--- config.mk ---
export PLATFORM = sky130hd
export DESIGN_NAME = hit_judge
export DESIGN_NICKNAME = d
export VERILOG_FILES = /design/src/rtl/hit_judge.sv
export SDC_FILE = /design/constraint.sdc
export NUM_CORES = 1
export LEC_CHECK = 0
export BUFFER_PORTS_ARGS = -buffer_cell sky130_fd_sc_hd__buf_2
export CORE_UTILIZATION = 60
export CTS_BUF_LIST = sky130_fd_sc_hd__clkbuf_16
export DETAILED_ROUTE_END_ITERATION = 7
export PLACE_DENSITY = 0.83
export SLEW_MARGIN = 25
export SYNTH_ARGS = -nofsm -noshare
export SYNTH_HDL_FRONTEND = slang
export SYNTH_SLANG_ARGS = --single-unit
--- constraint.sdc ---
create_clock -name clk -period 9.3 [get_ports clk]
set_clock_uncertainty 0.05 [all_clocks]
set_input_delay 0 -clock clk [delete_from_list [all_inputs] [get_ports clk]]
set_output_delay 0 -clock clk [all_outputs]
set_load 0.1 [all_outputs]
--- src/rtl/hit_judge.sv ---
// hit_judge: per-lane note judgement with chart fetch and per-frame score/combo/accuracy latch
module hit_judge #(
    parameter int          LANES       = 4,
    parameter int          NOTE_AW     = 12,
    parameter logic [15:0] PERFECT_WIN = 16'd3,
    parameter logic [15:0] GOOD_WIN    = 16'd8,
    parameter logic [15:0] MISS_WIN    = 16'd12,
    parameter logic [12:0] PERFECT_PTS = 13'd300,
    parameter logic [12:0] GOOD_PTS    = 13'd100
) (
    input  logic               clk,
    input  logic               reset,
    input  logic               start,
    input  logic               new_frame,
    input  logic [15:0]        un_time,
    input  logic [LANES-1:0]   key,
    output logic               note_rd,
    output logic [NOTE_AW-1:0] note_addr,
    input  logic [17:0]        note_q,
    output logic [12:0]        score,
    output logic [3:0]         combo,
    output logic [1:0]         precise,
    output logic               song_done
);
    typedef enum logic [2:0] {S_IDLE, S_FETCH, S_CAP, S_PLACE, S_END} state_t;

    localparam logic signed [16:0] GOOD_S = {1'b0, GOOD_WIN};
    localparam logic signed [16:0] MISS_S = {1'b0, MISS_WIN};

    state_t state_q, state_d;
    logic [LANES-1:0] s1_q, s1_d, s2_q, s2_d, s3_q, s3_d, edge_q, edge_d;
    logic [LANES-1:0] slot_v_q, slot_v_d;
    logic [LANES-1:0][15:0] slot_t_q, slot_t_d;
    logic [17:0] head_q, head_d;
    logic [NOTE_AW-1:0] addr_q, addr_d;
    logic nf_q, nf_d;
    logic [15:0] score_acc_q, score_acc_d;
    logic [3:0] combo_acc_q, combo_acc_d;
    logic miss_f_q, miss_f_d, perf_f_q, perf_f_d;
    logic [12:0] score_q, score_d;
    logic [3:0] combo_q, combo_d;
    logic [1:0] precise_q, precise_d;
    logic [LANES-1:0][16:0] d_w, mag_w;
    logic [LANES-1:0] perf_v, good_v, miss_v;
    logic [15:0] pts;
    logic [2:0] hits;
    logic [4:0] csum;
    logic head_end, load, frame;

    // key synchronizer chain and registered rising-edge detect
    always_comb begin
        s1_d   = key;
        s2_d   = s1_q;
        s3_d   = s2_q;
        edge_d = s2_q & ~s3_q;
    end

    // per-lane verdicts from signed timing error, summed across lanes
    always_comb begin
        perf_v = '0;
        good_v = '0;
        miss_v = '0;
        d_w    = '0;
        mag_w  = '0;
        pts    = '0;
        hits   = '0;
        for (int i = 0; i < LANES; i++) begin
            d_w[i]    = {1'b0, un_time} - {1'b0, slot_t_q[i]};
            mag_w[i]  = d_w[i][16] ? -d_w[i] : d_w[i];
            perf_v[i] = edge_q[i] & slot_v_q[i] & (mag_w[i] <= {1'b0, PERFECT_WIN});
            good_v[i] = edge_q[i] & slot_v_q[i] & ~perf_v[i] & (mag_w[i] <= {1'b0, GOOD_WIN});
            miss_v[i] = slot_v_q[i] & ($signed(d_w[i]) > GOOD_S) & (edge_q[i] | ($signed(d_w[i]) > MISS_S));
            pts       = pts + (perf_v[i] ? {3'b0, PERFECT_PTS} : good_v[i] ? {3'b0, GOOD_PTS} : 16'd0);
            hits      = hits + {2'b0, perf_v[i] | good_v[i]};
        end
    end

    // slot load from head (only into a slot empty at cycle start), clear on verdict or start
    always_comb begin
        head_end = head_q[15:0] == 16'hFFFF;
        load     = (state_q == S_PLACE) && !head_end && !slot_v_q[head_q[17:16]];
        head_d   = (state_q == S_CAP) ? note_q : head_q;
        addr_d   = start ? '0 : load ? addr_q + 1'b1 : addr_q;
        slot_v_d = slot_v_q;
        slot_t_d = slot_t_q;
        for (int i = 0; i < LANES; i++) begin
            slot_v_d[i] = start ? 1'b0 : (load && head_q[17:16] == 2'(i)) ? 1'b1 : (perf_v[i] | good_v[i] | miss_v[i]) ? 1'b0 : slot_v_q[i];
            slot_t_d[i] = (load && head_q[17:16] == 2'(i)) ? head_q[15:0] : slot_t_q[i];
        end
    end

    // frame accumulators; a frame edge latches outputs and restarts with this cycle's verdicts
    always_comb begin
        nf_d        = new_frame;
        frame       = new_frame & ~nf_q;
        csum        = {1'b0, combo_acc_q} + {2'b0, hits};
        score_acc_d = frame ? pts : score_acc_q + pts;
        combo_acc_d = frame ? {1'b0, hits} : (csum > 5'd15 ? 4'd15 : csum[3:0]);
        miss_f_d    = frame ? |miss_v : miss_f_q | (|miss_v);
        perf_f_d    = frame ? |perf_v : perf_f_q | (|perf_v);
        score_d     = frame ? (score_acc_q > 16'd8191 ? 13'h1FFF : score_acc_q[12:0]) : score_q;
        combo_d     = frame ? combo_acc_q : combo_q;
        precise_d   = frame ? {miss_f_q, perf_f_q} : precise_q;
    end

    // fetch FSM next state; start restarts from any state
    always_comb begin
        state_d = state_q;
        case (state_q)
            S_FETCH: state_d = S_CAP;
            S_CAP:   state_d = S_PLACE;
            S_PLACE: state_d = head_end ? S_END : load ? S_FETCH : S_PLACE;
            default: state_d = state_q;
        endcase
        if (start) state_d = S_FETCH;
    end

    // fetch FSM outputs
    always_comb begin
        note_rd   = state_q == S_FETCH;
        note_addr = addr_q;
        song_done = (state_q == S_END) && !(|slot_v_q);
        score     = score_q;
        combo     = combo_q;
        precise   = precise_q;
    end

    // fetch FSM state register
    always_ff @(posedge clk or posedge reset) begin
        if (reset) state_q <= S_IDLE;
        else       state_q <= state_d;
    end

    // datapath registers
    always_ff @(posedge clk or posedge reset) begin
        if (reset) begin
            s1_q        <= '0;
            s2_q        <= '0;
            s3_q        <= '0;
            edge_q      <= '0;
            slot_v_q    <= '0;
            slot_t_q    <= '0;
            head_q      <= '0;
            addr_q      <= '0;
            nf_q        <= 1'b0;
            score_acc_q <= '0;
            combo_acc_q <= '0;
            miss_f_q    <= 1'b0;
            perf_f_q    <= 1'b0;
            score_q     <= '0;
            combo_q     <= '0;
            precise_q   <= '0;
        end else begin
            s1_q        <= s1_d;
            s2_q        <= s2_d;
            s3_q        <= s3_d;
            edge_q      <= edge_d;
            slot_v_q    <= slot_v_d;
            slot_t_q    <= slot_t_d;
            head_q      <= head_d;
            addr_q      <= addr_d;
            nf_q        <= nf_d;
            score_acc_q <= score_acc_d;
            combo_acc_q <= combo_acc_d;
            miss_f_q    <= miss_f_d;
            perf_f_q    <= perf_f_d;
            score_q     <= score_d;
            combo_q     <= combo_d;
            precise_q   <= precise_d;
        end
    end
endmodule

==> summary.md <==
| Metric | Value |
|---|---|
| Status | `finished, final reports clean` |
| Chip height | `152 µm` |
| Synth warn | `0` |
| Final Instance Area | `about 15,000 µm²` |
| Share of post-route cells with drive strength above 1 | `0.169` |
| Final core utilization | `0.679` |
| Layout area overhead | `10.5%` |
| Static leakage | `6.56 nW` |
| Area taken by multi-input logic gates | `8920 µm²` |
| Worst R2R Setup Slack | `between 1 and 1.5 ns` |
| Vias per inst | `6.61` |
| Count of final setup violators | `0` |
| Post-synthesis sequential area ratio | `0.290` |
| First drt pass iteration count | `6` |
| Crit Reg-Reg Endpoint | `score_acc_q[15]$_DFF_PP0_` |
| Number of antenna-violating nets in the routed design | `0` |
| Setup Crit Path Kind | `register to register` |
| Critical Path End Type | `register` |
| Peak VDD IR | `214 µV` |
| Worst Tran Pin Value | `roughly 1.0 ns` |
| Site Rows | `54` |
| CTS tree | `built` |
| Post-synth EDFFs | `0` |
| Maximum buffer depth of the clock tree | `2` |
| IO Pins | `75` |
| Reg clk slew, reported paths | `about 0.08 ns` |
| CP startpoint kind | `register` |
| H-tree depth | `4` |
| Crit path DAT | `8.10 ns` |
| Path depth of the worst reg2reg path | `27` |
| Mapped Nets | `1,652` |
| Filler cells | `1,726` |
| WHS Endpoint | `s1_q[1]$_DFF_PP0_` |
| NumNets Final | `between 1.5k and 2k` |
| Max Cap Viol | `0` |
| Hold Crit Depth | `2` |
| PostCTS Resize Cnt | `0` |
| Via count | `12.4k` |
| Clock Tree Root | `clkbuf_16` |
| First-pass GRT wire length | `59.4 mm` |
| Final min period | `roughly 8 ns` |
| Core area | `21,900 µm²` |
| Worst path required time | `9.56 ns` |
| Largest stage delay, worst path | `0.63 ns` |
| Final Hold Vio Count | `0` |
| Worst path top cell family by delay | `adder cells` |
| Worst-Skew Late Latency | `0.44 ns` |
| Drt first-iter violations | `about 1.1k` |
| Slowest CP cell | `fa_1` |
| RSZ-0062 raised after global routing | `no` |
| Post-DP HPWL | `between 20 and 30 mm` |
| Synthesized area per cell | `8.95 µm²` |
| WP buf/inv | `1` |
| Initial antenna violation count | `0` |
| HP Start | `key[1]` |
| Vias in the first global route | `11.5k` |
| Routed WL | `37.5 mm` |
| Initial core utilization | `0.614` |
| Predominant post-synthesis flop cell | `dfrtp_1` |
| Port bufs | `74` |
| Fin crit share | `0.844` |
| Synthesis-stage register bit count | `156` |
| Mapped Area | `13,400 µm²` |
| Avg WL per Cell | `20.1 µm` |
| Share of the synthesized area in the top cell type | `0.290` |
| Cts bufs inserted | `17` |
| Crit-path max FO | `8` |
| Netlist cell types | `120` |
| Syn Inst Count | `1,502` |
| Die span in x | `~150 µm` |
| TNS Setup | `0 ns` |
| Max-Slew Margin vs Limit | `0.319` |
| CTS Sinks | `156` |
| Tot GR Track Use | `0.333` |
| DRC | `0` |
| Top post-synthesis cells by area | `dfrtp_1, ha_1, mux2_2, nand2_1, a21oi_1` |
| RR Startpoint | `slot_t_q[0]$_DFFE_PP0P_` |
| Routability Congestion | `0.928` |
| Post-synth top cells | `dfrtp_1, nand2_1, inv_1, ha_1, nor2_1` |
| Pwr dens | `about 360 nW/µm²` |
| Worst Hold Class | `input pin to register` |
| Top-count cell post-synth | `dfrtp_1` |
| Largest net degree at the start of global routing | `80` |
| DIE AREA | `23,000 µm²` |
| Slew Limit Fails | `0` |
| Fmax | `127 MHz` |
| Grt total ovfl | `0` |
| Top cell type by total area after synthesis | `dfrtp_1` |
| Area after DPL | `14,000 µm²` |
| Storage cell area | `just under 4000 µm²` |
| Ys async rst share | `1.00` |
## logic make-up after synthesis
| family | count (synthesis) | share of synthesized area |
|---|---|---|
| adders and majority gates | 108 | 0.108 |
| muxes | 81 | 0.0678 |
| AOI/OAI and AO/OA | 448 | 0.246 |
| and+or+nand+nor | 496 | 0.202 |
| DFF | 156 | 0.290 |
| xor gates and xnor gates | 59 | 0.0390 |
| buffers and inverters | 154 | 0.0474 |
## layout by cell type, fill, tap and decap left out, types with 12 or more instances in the layout
| cell | netlist | routed |
|---|---|---|
| o21a_1 | 17 | 17 |
| o21bai_1 | 12 | 12 |
| nor4_1 | 12 | 12 |
| nor2b_1 | 22 | 21 |
| o211ai_1 | 15 | 15 |
| fa_1 | 13 | 13 |
| nand2_1 | 123 | 123 |
| and3_1 | 14 | 14 |
| nand2b_1 | 21 | 21 |
| clkbuf_16 | 0 | 17 |
| or3_1 | 18 | 18 |
| a31oi_1 | 18 | 18 |
| inv_1 | 105 | 104 |
| o22a_1 | 17 | 17 |
| dlygate4sd3_1 | 0 | 25 |
| nor2_1 | 94 | 94 |
| a21oi_1 | 87 | 87 |
| o21ai_0 | 74 | 74 |
| dfrtp_1 | 156 | 156 |
| xnor2_1 | 29 | 29 |
| a211oi_1 | 16 | 16 |
| a21o_1 | 31 | 31 |
| nand4_1 | 28 | 28 |
| mux2_2 | 71 | 71 |
| xor2_1 | 29 | 29 |
| ha_1 | 95 | 95 |
| nand3_1 | 30 | 30 |
| nor3_1 | 36 | 36 |
| buf_2 | 8 | 74 |
## through the flow
step                      instances  setup WS (ns)  total power [W]  hold slack, ns
after detailed placement       1812           1.69          0.00440          0.0594
after floorplan                1502           2.49          0.00371         -0.0186
final                          1870           1.45          0.00528           0.154
after global placement         1812           1.87          0.00431          0.0607
after global routing           1869           1.06          0.00563           0.151
after CTS                      1869           1.67          0.00519           0.135
## worst max path at each step
stage                                     end                startpoint  depth (start not counted)  slack [ns]
floorplan           score_acc_q[14]$_DFF_PP0_  slot_t_q[16]$_DFFE_PP0P_                         30        2.49
global placement    score_acc_q[14]$_DFF_PP0_  slot_t_q[32]$_DFFE_PP0P_                         30        1.87
detailed placement  score_acc_q[15]$_DFF_PP0_  slot_t_q[32]$_DFFE_PP0P_                         28        1.69
CTS                 score_acc_q[15]$_DFF_PP0_   slot_t_q[0]$_DFFE_PP0P_                         27        1.67
global route        score_acc_q[14]$_DFF_PP0_   slot_t_q[0]$_DFFE_PP0P_                         29        1.06
finish              score_acc_q[15]$_DFF_PP0_   slot_t_q[0]$_DFFE_PP0P_                         27        1.45
## sequential cells by signal, indices dropped and copies added (netlist names), 12 cells and up
signal,cells
head_q,18
note_addr,12
score,12
score_acc_q,14
slot_t_q,64
## timing repair
item | in CTS | in global routing
buffers inserted | 0 | 0
hold endpoints to repair | 120 | 0
hold buffers | 25 | 0
## layout make-up
| class | instances | share of cell area |
|---|---|---|
| Timing Repair Buffer | 103 | 0.0440 |
| Multi-Input combinational cell | 1192 | 0.600 |
| Tap cell | 280 | 0.0236 |
| Inverter | 106 | 0.0271 |
| Antenna cell | 1 | 0.000168 |
| Clock inverter | 15 | 0.0134 |
| Clock buffer | 17 | 0.0286 |
| Sequential cell | 156 | 0.263 |
## report_power, final
| group | internal, W | leakage (nW) | total (W) | switching, W |
|---|---|---|---|---|
| clock network | 0.000391 | 0.300 | 0.000741 | 0.000350 |
| registers | 0.000866 | 1.95 | 0.00105 | 0.000180 |
| logic | 0.00129 | 4.31 | 0.00349 | 0.00220 |
## per-layer routing
layer	vias up	track usage	routed length, µm
met5	-	0	0
met4	0	0.163	1820
met3	120	0.0751	2990
met2	530	0.527	17400
met1	5931	0.430	15300
li1	5772	-	-
Power figures use the tool's default switching activity.
